$ cat src/rtl/count_capture.sv
// count_capture: watches an upstream count bus and queues every change of
// value into a small FIFO for a downstream consumer. Each queued sample may
// carry a wrap tag marking a numeric decrease (counter rollover).
//
// Optional feature macro: COUNT_CAPTURE_WRAP_TAG_EN
//   defined   -> each entry stores {wrap, count}; out_wrap shows the head tag
//   undefined -> each entry stores count only; out_wrap is tied low
//
// DEPTH must be a power of two in 2..256 so the pointers wrap naturally.
module count_capture #(
    parameter int WIDTH = 8,
    parameter int DEPTH = 8
) (
    input  logic                     clk,
    input  logic                     rst_n,
    input  logic [WIDTH-1:0]         count_in,
    input  logic                     sample_en,
    input  logic                     clr,
    output logic [WIDTH-1:0]         out_data,
    output logic                     out_wrap,
    output logic                     out_valid,
    input  logic                     out_ready,
    output logic [$clog2(DEPTH):0]   fill,
    output logic [7:0]               drop_cnt,
    output logic                     overflow
);

    localparam int AW = $clog2(DEPTH);

`ifdef COUNT_CAPTURE_WRAP_TAG_EN
    localparam int EW = WIDTH + 1;
`else
    localparam int EW = WIDTH;
`endif

    localparam logic [AW:0]   FILL_ONE  = (AW+1)'(1);
    localparam logic [AW:0]   FILL_FULL = (AW+1)'(DEPTH);
    localparam logic [AW-1:0] PTR_ONE   = AW'(1);

    logic [WIDTH-1:0] r_prev_count;
    logic [AW-1:0]    r_wr_ptr;
    logic [AW-1:0]    r_rd_ptr;
    logic [AW:0]      r_fill;
    logic [7:0]       r_drop_cnt;
    logic             r_overflow;
    logic [EW-1:0]    r_mem [DEPTH];

    logic             w_event;
    logic             w_full;
    logic             w_pop;
    logic             w_push;
    logic             w_drop;
    logic [EW-1:0]    w_entry;
    logic [EW-1:0]    w_head;

    // Handshake and capture decisions; clr suppresses any event in its cycle.
    assign w_event = sample_en && !clr && (count_in != r_prev_count);
    assign w_full  = (r_fill == FILL_FULL);
    assign w_pop   = out_valid && out_ready;
    // A pop in the same cycle frees a slot, so a full FIFO still accepts.
    assign w_push  = w_event && (!w_full || w_pop);
    assign w_drop  = w_event && w_full && !w_pop;

`ifdef COUNT_CAPTURE_WRAP_TAG_EN
    logic w_wrap;
    assign w_wrap   = (count_in < r_prev_count);
    assign w_entry  = {w_wrap, count_in};
    assign w_head   = r_mem[r_rd_ptr];
    assign out_wrap = out_valid && w_head[WIDTH];
`else
    assign w_entry  = count_in;
    assign w_head   = r_mem[r_rd_ptr];
    assign out_wrap = 1'b0;
`endif

    // Head outputs: forced to zero while empty so reset/clear show clean zeros
    // even though the storage array itself keeps stale contents.
    assign out_valid = (r_fill != '0);
    assign out_data  = out_valid ? w_head[WIDTH-1:0] : '0;
    assign fill      = r_fill;
    assign drop_cnt  = r_drop_cnt;
    assign overflow  = r_overflow;

    // Control state: previous count, pointers, occupancy and drop statistics.
    always_ff @(posedge clk or negedge rst_n) begin
        if (!rst_n) begin
            r_prev_count <= '0;
            r_wr_ptr     <= '0;
            r_rd_ptr     <= '0;
            r_fill       <= '0;
            r_drop_cnt   <= '0;
            r_overflow   <= 1'b0;
        end else begin
            // NOTE: non-blocking assignments here so every register samples
            // the pre-edge values, independent of statement order.
            r_prev_count <= count_in;
            if (clr) begin
                r_wr_ptr   <= '0;
                r_rd_ptr   <= '0;
                r_fill     <= '0;
                r_drop_cnt <= '0;
                r_overflow <= 1'b0;
            end else begin
                if (w_push) begin
                    r_wr_ptr <= r_wr_ptr + PTR_ONE;
                end
                if (w_pop) begin
                    r_rd_ptr <= r_rd_ptr + PTR_ONE;
                end
                case ({w_push, w_pop})
                    2'b10:   r_fill <= r_fill + FILL_ONE;
                    2'b01:   r_fill <= r_fill - FILL_ONE;
                    default: r_fill <= r_fill;
                endcase
                if (w_drop) begin
                    r_overflow <= 1'b1;
                    if (r_drop_cnt != 8'hFF) begin
                        r_drop_cnt <= r_drop_cnt + 8'd1;
                    end
                end
            end
        end
    end

    // Sample storage: written at the tail on every accepted push.
    // NOTE: the array has no reset; occupancy and the output gating above
    // guarantee stale entries are never observed.
    always_ff @(posedge clk) begin
        if (w_push) begin
            r_mem[r_wr_ptr] <= w_entry;
        end
    end

endmodule

$ cat config.mk
export PLATFORM = sky130hd
export DESIGN_NAME = count_capture
export DESIGN_NICKNAME = d
export VERILOG_FILES = /design/src/rtl/count_capture.sv
export SDC_FILE = /design/constraint.sdc
export NUM_CORES = 1
export LEC_CHECK = 0
export ABC_AREA = 1
export CORE_MARGIN = 8
export CORE_UTILIZATION = 57
export DETAILED_ROUTE_END_ITERATION = 12
export PLACE_DENSITY = 0.79
export SYNTH_ARGS = -nofsm -noshare
export SYNTH_HDL_FRONTEND = slang
export SYNTH_SLANG_ARGS = --single-unit
$ cat constraint.sdc
create_clock -name clk -period 2.6 [get_ports clk]
set_clock_uncertainty 0.1 [all_clocks]
set_input_delay 0.39 -clock clk [delete_from_list [all_inputs] [get_ports clk]]
set_output_delay 0.39 -clock clk [all_outputs]
set_load 0.03 [all_outputs]
# --- Yosys cells after proc, flatten, opt, wreduce, memory -nomap -nowiden ---
# Memory sizes are Yosys's and may differ from the RTL's.
# Index checks and enable logic that the tools add are counted.
totals:
  ramBits: 64
  ff_bits: 27
  elab_cells: 48
  memories: 1
op_classes:
  eq_ne: 5
  mux: 14
  reduce_logical: 17
  add_sub_neg: 5
mem_list:
  columns: ["memory", "words", "word_bits", "read_ports", "rd_ports_with_merged_regs", "wr", "line_no", "source"]
  rows:
  - ["r_mem", 8, 8, 1, 0, 1, "46", "logic [EW-1:0] r_mem [DEPTH];"]
ops:
  columns: ["op", "n"]
  rows:
  - ["2-to-1 mux 8 bit", 4]
  - ["2-to-1 mux 3 bit", 4]
  - ["adder 8 x 1 -> 8 bit (second input constant)", 1]
  - ["!= test 8 bit", 1]
  - ["!= test 8 bit (second input constant)", 1]
  - ["case mux 4 bit (2 select lines)", 1]
  - ["nonzero test 2 bit", 4]
  - ["adder 3 x 1 -> 3 bit (second input constant)", 2]
  - ["logical AND 1 bit", 6]
  - ["adder 4 x 1 -> 4 bit (second input constant)", 1]
  - ["== test 4 bit (second input constant)", 1]
  - ["2-to-1 mux 1 bit", 4]
  - ["2-to-1 mux 4 bit", 1]
  - ["nonzero test 4 bit", 1]
  - ["subtractor 4 x 1 -> 4 bit (second input constant)", 1]
  - ["logical NOT 1 bit", 3]
  - ["nonzero test 3 bit", 1]
  - ["== test 2 x 1 -> 1 bit (second input constant)", 1]
  - ["== test 2 bit (second input constant)", 1]
  - ["AND reduction 2 bit", 1]
  - ["logical OR 1 bit", 1]

# --- Depth between registers and ports, before layout ---
depth:
  ltp_word: 7
  depth_mapped: 19
  mapped_depth_nobuf: 19

# --- Least setup slack after synthesis ---
# No wires, ideal clock.
synth_timing:
  path_type: "register to register"
  start: "reg r_fill[1] (netlist: fill[1])"
  end: "reg r_fill[3] (netlist: fill[3])"
  setup_slack_ps: 151
  arrival_time_ps: 2232
  stages_incl_launch_ff: 17
  setup_time_ps: 117
  required_ps: 2383
  period_less_slack_ps: 2449
  cell_sequence: "dfrtp_1 -> nor2_2 -> nand2_2 -> nand2_2 -> inv_2 -> nand2_1 -> inv_1 -> ha_1 -> a21oi_1 -> nand2_1 -> or2_1 -> nand2_1 -> inv_1 -> nand2_1 -> nand2_1 -> nand3_1 -> nand2_1"
synth_via:
  elab_chain_cells: 7
synth_lines:
  columns: ["item", "line_no", "source"]
  rows:
  - ["from (decl)", "43", "logic [AW:0] r_fill;"]
  - ["from (signal assigned)", "111", "2'b10: r_fill <= r_fill + FILL_ONE;"]
  - ["from (signal assigned)", "112", "2'b01: r_fill <= r_fill - FILL_ONE;"]
  - ["from (signal assigned)", "113", "default: r_fill <= r_fill;"]
  - ["nonzero test 4 bit *", "78", "assign out_valid = (r_fill != '0);"]
  - ["via out_valid", "21", "output logic out_valid,"]
  - ["logical AND 1 bit *", "59", "assign w_pop = out_valid && out_ready;"]
  - ["logical OR 1 bit", "61", "assign w_push = w_event && (!w_full || w_pop);"]
  - ["logical AND 1 bit", "61", null]
  - ["== test 2 x 1 -> 1 bit / == test 2 bit (equally long branches)", "110", "case ({w_push, w_pop})"]
  - ["case mux 4 bit (2 select lines)", "110", null]
  - ["2-to-1 mux 4 bit", "97", "if (clr) begin"]
# Mark *: on every way through the listed nets, which the timed path passes. The rest lies on a longest branch.
# A chain may end at the register's enable or synchronous reset.

# --- Worst setup path after layout ---
layout_timing:
  start: "reg r_rd_ptr[0]"
  end: "out out_data[3]"
layout_via:
  elab_chain_cells: 2
layout_lines:
  columns: ["item", "line_no", "source"]
  rows:
  - ["from (decl)", "42", "logic [AW-1:0] r_rd_ptr;"]
  - ["from (signal assigned)", "108", "r_rd_ptr <= r_rd_ptr + PTR_ONE;"]
  - ["memory (8 x 8 bit)", null, null]
  - ["2-to-1 mux 8 bit", "79", "assign out_data = out_valid ? w_head[WIDTH-1:0] : '0;"]
  - ["to (decl)", "19", "output logic [WIDTH-1:0] out_data,"]
# No other way between the ends.

==> summary.md <==
| Metric | Value |
|---|---|
| Result of the run | `finished, final reports clean` |
| Class of the most critical setup path | `register to output port` |
| Avg Cell Area, Syn | `between 10 and 15 um2` |
| Port Buffers | `34` |
| Detailed placer's ending HPWL | `6050 um` |
| Clock sink count | `between 90 and 100` |
| Fmax achieved | `between 400 and 500 MHz` |
| Antenna Cells | `0` |
| CP endpoint kind | `output port` |
| Clock-pin slew on the worst setup and hold paths | `0.09 ns` |
| Post-Syn Instances | `388` |
| Number of global-route vias before repair | `between 2k and 3k` |
| Final Util | `69.7%` |
| Via-per-instance ratio | `5.32` |
| Min Hold Slack | `between 0.3 and 0.4 ns` |
| Routed Wire Length | `between 8000 and 9000 um` |
| Pwr per Cell Area | `between 800 and 900 mW/mm2` |
| Post-layout worst setup margin | `between 0.1 and 0.15 ns` |
| Share of synthesized area occupied by flip-flops and latches | `63.0%` |
| Synthesis-to-layout area growth | `20.6%` |
| Starting Density | `57.8%` |
| Most frequent standard cell in the layout excluding fill and tap cells | `nor2_1` |
| Number of endpoints with negative hold slack in the final report | `0` |
| Post-synthesis cell type count | `32` |
| Element type at the critical path start | `register` |
| Leakage | `between 0.002 and 0.0025 uW` |
| # setup viols final | `0` |
| Clock Latency Late Sink | `about 0.36 ns` |
| DIE AREA | `~0.010 mm2` |
| Remaining global-route overflow | `0` |
| Number of antenna violations at the first check in global routing | `0` |
| Number of vias after detailed routing | `roughly 3.0k` |
| Largest vdd supply drop | `about 300 uV` |
| CTS tree | `done` |
| Post-synth EDFFs | `64` |
| Die Height | `a little over 100 um` |
| Total of max-cap violations | `0` |
| Yosys reg bits | `91` |
| Most frequent cells in the layout | `84 x nor2_1, 67 x nand2_1, 64 x edfxtp_1, 34 x buf_4, 27 x dfrtp_1` |
| Class of the most critical hold timing path | `input port to async pin` |
| Fraction of synthesis flops using an asynchronous set or reset pin | `around 30%` |
| Wire length of the first global-routing pass | `approximately 14000 um` |
| Post-route fraction of the period consumed by the critical path | `94.7%` |
| DRC violation count after routing | `0` |
| Final weighted congestion of routability-driven global placement | `~0.9` |
| Nets in the synthesized netlist | `slightly above 400` |
| Length of the first detailed-routing pass in iterations | `4` |
| Setup TNS Final | `0 ns` |
| Minimum clock period | `between 2 and 2.5 ns` |
| Number of DRC markers after the initial detailed-route iteration | `between 200 and 250` |
| Cell Rows | `31` |
| Nets@finish | `approximately 470` |
| WP data arrival | `approximately 2 ns` |
| Count of hold-fix buffers inserted at cts | `0` |
| Root buf cell | `clkbuf_8` |
| Core Box Area | `0.00714 mm2` |
| Pin count of the biggest net entering global routing | `35` |
| Layout cells sized above 1 | `roughly 17%` |
| CTS buffer count | `9` |
| Die extent in x | `between 100 and 150 um` |
| Routed WL per cell | `roughly 16 um` |
| Prevailing post-synth register cell | `edfxtp_1` |
| Top-area cell type share of the netlist area | `between 40% and 50%` |
| Ports | `36` |
| Cells taking the most area after synthesis | `edfxtp_1 47%, dfrtp_1 16%, nor2_1 7.6%, nand2_1 6.1%, o32ai_1 3.4%` |
| Final Slew Violations | `0` |
| Number of cells in the design after placement | `between 500 and 600` |
| Warning count from the yosys run | `0` |
| Pre-CTS WS | `-0.234 ns` |
| All-Layer GR Usage | `18.1%` |
| Setup Fix Bufs, Post-CTS | `0` |
| RSZ-0062 raised after global routing | `yes` |
| Required @ worst endpoint | `2.11 ns` |
| Count of non-filler cells in the finished layout | `558` |
| CTS HTree Levels | `3` |
| Largest area contributor in the netlist | `edfxtp_1` |
| Number of routed nets with antenna violations | `0` |
| Number of buffers on the longest clock path | `2` |
| Critical-path maximum fanout | `16` |
| Area of the mapped netlist | `roughly 0.004 mm2` |
==> worst max-delay path, cell delays in order, from the launching register on <==
cell,delay [ns]
dfrtp_1,0.43
buf_4,0.24
nor2_1,0.07
o32ai_1,0.29
o21ai_1,0.09
nor2_1,0.09
dlygate4sd2_1,0.41
==> per-layer routing <==
layer,routed length (um),GRT usage (%)
met1,3840,22.4
met2,4300,29.9
met3,402,3.87
met4,159,7.90
met5,0,0
==> cell type report <==
class	instances	area (um2)
repair buffers	70	619
inverters	26	98.8
multi-input cells	256	1360
fillers	545	2170
clock buffers	10	138
well taps	99	124
clock inverters	6	38.8
flip-flops and latches	91	2600
==> synthesized netlist by cell type (4+ instances only) <==
cell type,n
nor2_1,84
nand2_1,67
edfxtp_1,64
dfrtp_1,27
o21ai_0,23
inv_1,22
o32ai_1,16
nand3_1,15
buf_2,7
o21ai_1,7
ha_1,5
buf_4,4
clkbuf_1,4
nand4_1,4
nor2_2,4
xor2_1,4
==> state kept, by name (all words and copies together), names as in the netlist <==
register and flops:
drop_cnt 8, r_rd_ptr 3, r_wr_ptr 3, r_mem 64
overflow 1, fill 4, r_prev_count 8
==> report_power, final <==
group | internal, uW | total [uW] | switching, uW
clock network | 374 | 869 | 495
logic | 573 | 1520 | 944
registers | 1630 | 1700 | 68.7
total | 2570 | 4080 | 1510
==> per-stage QoR <==
step	total power [uW]	instance area [um2]
after detailed placement	3320	4800
final	4080	4970
after floorplan	2700	4120
after global placement	3280	4800
after CTS	4100	4970
after global routing	4320	4970
==> cell families (layout without fill, tap and decap cells) <==
family	count (synthesis)	after routing	synth area share (%)
buf+inv	41	112	4.34
compound gates	51	51	7.77
fa+ha+maj	6	6	2.00
other cells	1	1	0.0910
flops	91	91	63.0
xor+xnor	7	7	1.49
simple gates	191	191	21.3
==> repair_timing <==
action	4_1_cts	5_1_grt
pin swaps	0	1
gates resized for setup	8	12
hold endpoints to repair	0	0
endpoints found under the setup margin	8	6
==> final timing paths <==
kind | from | end | slack, ns | cells after the start
min in group clk | count_in[7] | r_prev_count[7] | 0.33 | 2
hold reg to reg | overflow | overflow | 0.42 | 2
hold / removal | rst_n | fill[3] | 0.31 | 2
max in group asynchronous | rst_n | r_wr_ptr[0] | 1.80 | 2
setup reg to reg | fill[1] | fill[3] | 0.27 | 16
setup / recovery | r_rd_ptr[0] | out_data[3] | 0.14 | 6
Note: power is estimated with default switching activity, not from simulation.
